--- config.mk ---
export PLATFORM = sky130hd
export DESIGN_NAME = pc_fetch_unit
export DESIGN_NICKNAME = d
export VERILOG_FILES = /design/src/rtl/pc_fetch_pkg.sv /design/src/rtl/pc_next_mux.sv /design/src/rtl/pc_fetch_unit.sv
export SDC_FILE = /design/constraint.sdc
export NUM_CORES = 1
export LEC_CHECK = 0
export BUFFER_PORTS_ARGS = -buffer_cell sky130_fd_sc_hd__buf_2
export CAP_MARGIN = 20
export CORE_UTILIZATION = 50
export CTS_CLUSTER_DIAMETER = 40
export DETAILED_ROUTE_END_ITERATION = 10
export GPL_TIMING_DRIVEN = 0
export HOLD_SLACK_MARGIN = 0.06
export PLACE_DENSITY = 0.84
export SLEW_MARGIN = 20
export SYNTH_ARGS = -nofsm -noshare
export SYNTH_HDL_FRONTEND = slang
export SYNTH_SLANG_ARGS = --single-unit
--- constraint.sdc ---
create_clock -name clk -period 4.25 [get_ports clk]
set_input_delay 0.85 -clock clk [delete_from_list [all_inputs] [get_ports clk]]
set_output_delay 0.85 -clock clk [all_outputs]
set_load 0.005 [all_outputs]
--- src/rtl/pc_fetch_pkg.sv ---
// Shared types for the fetch-stage program counter: FSM state and next-pc source select.
package pc_fetch_pkg;

  typedef enum logic [1:0] {
    BOOT = 2'd0,
    RUN  = 2'd1,
    PEND = 2'd2
  } fetch_state_t;

  typedef enum logic [2:0] {
    SEL_HOLD  = 3'd0,
    SEL_INC   = 3'd1,
    SEL_REDIR = 3'd2,
    SEL_PEND  = 3'd3,
    SEL_TRAP  = 3'd4
  } pc_sel_t;

endpackage

--- src/rtl/pc_next_mux.sv ---
// Combinational priority select of the next fetch pc.
module pc_next_mux
  import pc_fetch_pkg::*;
#(
  parameter int WIDTH = 32
) (
  input  fetch_state_t     state,
  input  logic             stall,
  input  logic             redirect_valid,
  input  logic             trap,
  input  logic [WIDTH-1:0] pc,
  input  logic [WIDTH-1:0] npc,
  input  logic [WIDTH-1:0] redirect_target,
  input  logic [WIDTH-1:0] pend_tgt,
  input  logic [WIDTH-1:0] trap_pc,
  output pc_sel_t          sel,
  output logic [WIDTH-1:0] next_pc
);

  // A redirect arriving under stall holds pc; the top captures it into pend_tgt.
  always_comb begin
    sel = SEL_HOLD;
    if (state == BOOT)                 sel = SEL_HOLD;
    else if (trap)                     sel = SEL_TRAP;
    else if (redirect_valid && !stall) sel = SEL_REDIR;
    else if (state == PEND && !stall)  sel = SEL_PEND;
    else if (stall)                    sel = SEL_HOLD;
    else                               sel = SEL_INC;
  end

  always_comb begin
    next_pc = pc;
    case (sel)
      SEL_INC:   next_pc = npc;
      SEL_REDIR: next_pc = redirect_target;
      SEL_PEND:  next_pc = pend_tgt;
      SEL_TRAP:  next_pc = trap_pc;
      default:   next_pc = pc;
    endcase
  end

endmodule

--- src/rtl/pc_fetch_unit.sv ---
// Fetch-stage PC: sequential step, stall, redirect, trap, and redirect capture while stalled.
module pc_fetch_unit
  import pc_fetch_pkg::*;
#(
  parameter int          WIDTH     = 32,
  parameter int          PC_STEP   = 1,
  parameter logic [31:0] RESET_VEC = 32'h0,
  parameter logic [31:0] TRAP_VEC  = 32'h80
) (
  input  logic             clk,
  input  logic             rst_n,
  input  logic             stall,
  input  logic             redirect_valid,
  input  logic [WIDTH-1:0] redirect_target,
  input  logic             trap,
  output logic [WIDTH-1:0] pc,
  output logic [WIDTH-1:0] npc,
  output logic             pc_valid,
  output logic             flush,
  output logic             redirect_pending
);

  localparam logic [WIDTH-1:0] RST_PC  = WIDTH'(RESET_VEC);
  localparam logic [WIDTH-1:0] TRAP_PC = WIDTH'(TRAP_VEC);
  localparam logic [WIDTH-1:0] STEP    = WIDTH'(PC_STEP);

  fetch_state_t     state, state_nxt;
  pc_sel_t          sel;
  logic [WIDTH-1:0] next_pc;
  logic [WIDTH-1:0] pend_tgt;
  logic             capture;

  assign npc     = pc + STEP;
  assign capture = (state != BOOT) && !trap && redirect_valid && stall;

  pc_next_mux #(.WIDTH(WIDTH)) u_mux (
    .state           (state),
    .stall           (stall),
    .redirect_valid  (redirect_valid),
    .trap            (trap),
    .pc              (pc),
    .npc             (npc),
    .redirect_target (redirect_target),
    .pend_tgt        (pend_tgt),
    .trap_pc         (TRAP_PC),
    .sel             (sel),
    .next_pc         (next_pc)
  );

  always_ff @(posedge clk or negedge rst_n) begin
    if (!rst_n) state <= BOOT;
    else        state <= state_nxt;
  end

  always_comb begin
    state_nxt = state;
    case (state)
      BOOT: state_nxt = RUN;
      RUN, PEND: begin
        if (trap)                              state_nxt = RUN;
        else if (redirect_valid && !stall)     state_nxt = RUN;
        else if (redirect_valid && stall)      state_nxt = PEND;
        else if (state == PEND && !stall)      state_nxt = RUN;
      end
      default: state_nxt = BOOT;
    endcase
  end

  always_comb begin
    pc_valid         = (state != BOOT);
    redirect_pending = (state == PEND);
  end

  always_ff @(posedge clk or negedge rst_n) begin
    if (!rst_n) begin
      pc       <= RST_PC;
      pend_tgt <= '0;
      flush    <= 1'b0;
    end else begin
      pc    <= next_pc;
      flush <= (sel == SEL_REDIR) || (sel == SEL_PEND) || (sel == SEL_TRAP);
      if (capture) pend_tgt <= redirect_target;
    end
  end

endmodule

==> out/metrics.cfg <==
[setup_path]
path_buf_inv=1
critPathCapture=npc[28]
path_max_fanout=6
r2r_slack_ns=1.62
r2r-start=state[1]
r2r.worst_path.cells=7
cpMostUsedCell=nand4_1
startpoint_type=register
startpoint=pc[0]
cp_data_arrival_time_ns=2.80
path_depth=6
worstSetupPathType=register to primary output
crit_family=simple AND/OR/NAND/NOR gates
worstPathRequired_ns=3.40
max_stage_delay_ns=0.77
end_kind=primary output
cp_slowest_cell=nor4_1
worstPathCellList=ha_1 > nand4_1 > nor4_1 > nand4_1 > xnor2_1 > buf_2
reg2reg_to=pc[25]

[finish]
areaGrowthSynthToFinish_pct=22.8
antenna_cells=0
finalNetCount=547
layout_common_cells=buf_2, dfrtp_1, mux2_2
nFillCells=621
drive_gt1_share_pct=33.1
final_common_cell=buf_2

[routing]
ant_nets=0
wl_per_cell_um=18.5
drt-total-wl_um=11300
dr.pass1.iters=5
drt-initial-drc-count=401
vias=3806
drc_errors=0
detail_route.vias_per_cell=6.24

[outcome]
outcome=completed

[power]
p_int_mw=1.83
ir_drop_mv=0.254
clock_power_share_pct=19.1
p_switching_mw=1.18
power.total_mw=3.01
p_per_area_mw_per_mm2=633
power_frac_comb_pct=40.8
switching_share_pct=39.1
power_frac_seq_pct=40.0
p_leak_nw=2.12

[cts]
htree_levels=3
cts_resized=0
cts_sinks=67
clock_latency_ns=0.35
holdBufCountCts=0
clockBufferDepth=2
postCtsSetupBuffers=0
numCtsBuffers=9
cts_tree=yes
clock-root-buffer=clkbuf_8
clkTransAtPathRegs_ns=0.08

[sta]
relSlewSlack_pct=42.2
finalMaxSlewViolations=0
max_clock_freq_mhz=274
fin_ws_ns=0.602
worstMarginPinSlew_ns=0.859
timing.setup.tns_ns=0
setup_viol=0
final_hold_viol_count=0
timing.final.crit_period_ns=3.65
finalCritPeriodShare_pct=85.8
rsz0062_at_grt=no
fin_skew_ns=0.0112

[synth]
netlist_area_mm2=0.00387
ys.flop_type=dfrtp_1
yosysUniqueCellTypes=51
syn-num-nets=432
ys_warn_count=0
syn_inst=391
synth-edff-count=0
synth_seq_area_share_pct=43.4
synth-seq-cells=67
async_flop_share_pct=100
synth_area_per_cell_um2=9.89

[die]
die_h_um=89.9
die-area_mm2=0.00809
fp.dieW_um=89.9
io-pin-count=104
fp.coreArea_mm2=0.00737
num_rows=31
initial_core_util_pct=52.5

[flow_run]
drv_cap=0

[global_routing]
grt_pass1_vias=3720
antenna_found_initial=0
overflow=0
grt_pass1_wl_um=18700
grt_max_degree=53
track_usage_pct=29.5

[placement]
pre_cts_slack_ns=1.10
routabilityCongestion=0.850
dp_hpwl_um=8120
io_buffer_count=103

[min_path]
hp-class=primary input to async pin

==> layout make-up <==
cell class,instances,area [um2],area share (%)
plain buffers,30,129,2.71
multi-input cells,279,2000,42.2
flip-flops and latches,67,1680,35.3
inverters,15,56.3,1.19
well taps,99,124,2.61
clock buffers,13,169,3.56
clock inverters,3,45.0,0.948
repair buffers,104,546,11.5
==> sequential cells by signal, indices dropped and copies added (netlist names) <==
name and count:
flush 1, state 2, pc 32, pend_tgt 32
==> worst register-to-register path: stages (launching register included) <==
cell	delay (ns)
dfrtp_1	0.38
inv_1	0.08
ha_1	0.27
nor4_1	0.67
clkbuf_1	0.55
a221oi_1	0.25
a21oi_1	0.21
a2bb2oi_1	0.16
==> metrics by stage <==
| step | hold slack, ns | utilization, % | cells | cell area [um2] |
|---|---|---|---|---|
| finish | 0.362 | 64.4 | 610 | 4750 |
| global route | 0.359 | 64.4 | 610 | 4750 |
| CTS | 0.361 | 64.4 | 610 | 4750 |
| detailed placement | 0.497 | 61.5 | 594 | 4540 |
| global placement | 0.489 | 61.1 | 593 | 4510 |
| floorplan | 0.480 | - | 391 | 3870 |
==> cell families (layout without fill, tap and decap cells) <==
family / after synthesis / after routing / share of synthesized area [%]
compound gates: 97 / 97 / 17.7
xor+xnor: 30 / 30 / 6.80
fa+ha+maj: 4 / 4 / 1.29
buf+inv: 45 / 165 / 4.79
flops: 67 / 67 / 43.4
mux: 38 / 38 / 10.9
simple gates: 110 / 110 / 15.2
==> synth_stat cells (all sizes together), types with 2 or more instances <==
cell type,n,area [um2]
nand3,24,130
nor2b,2,12.5
ha,4,50.1
or4,4,30.0
a22oi,12,90.1
inv,15,56.3
o31a,4,35.0
a21oi,15,75.1
nor4,6,52.6
and3,2,12.5
dfrtp,67,1680
xor2,7,61.3
nand2,22,82.6
a221oi,8,70.1
o21ai,22,110
nor3,8,45.0
mux2,33,372
nor3b,2,15.0
nor2,22,82.6
and2,3,18.8
mux2i,5,50.1
o22ai,6,37.5
a222oi,11,110
o41ai,2,17.5
nand4,11,75.1
a21o,4,30.0
buf,9,50.0
a22o,2,17.5
clkbuf,21,78.8
o31ai,2,15.0
xnor2,23,201
==> power groups by stage <==
stage / clock [mW] / combinational, mW / sequential (mW)
final: 0.575 / 1.23 / 1.20
after detailed placement: 0 / 1.21 / 1.20
after floorplan: 0 / 0.739 / 1.15
after CTS: 0.575 / 1.22 / 1.19
after global placement: 0 / 1.17 / 1.18
after global routing: 0.611 / 1.35 / 1.24
==> worst min path at each step <==
stage	start	endpoint	depth (start not counted)	slack [ns]
floorplan	pend_tgt[11]	pend_tgt[11]	1	0.48
global placement	pend_tgt[11]	pend_tgt[11]	1	0.49
detailed placement	pend_tgt[27]	pend_tgt[27]	1	0.50
CTS	rst_n	pend_tgt[20]	1	0.36
global route	rst_n	pend_tgt[20]	1	0.36
finish	rst_n	pend_tgt[20]	1	0.36
==> per-layer routing <==
layer | GRT usage [%] | share of wire (%) | up-vias
met5 | 0 | 0 | -
met4 | 15.6 | 2.6 | 0
met3 | 6.01 | 10 | 32
met2 | 46.1 | 47 | 252
met1 | 38.7 | 40 | 1836
li1 | - | - | 1686
Power figures use the tool's default switching activity.
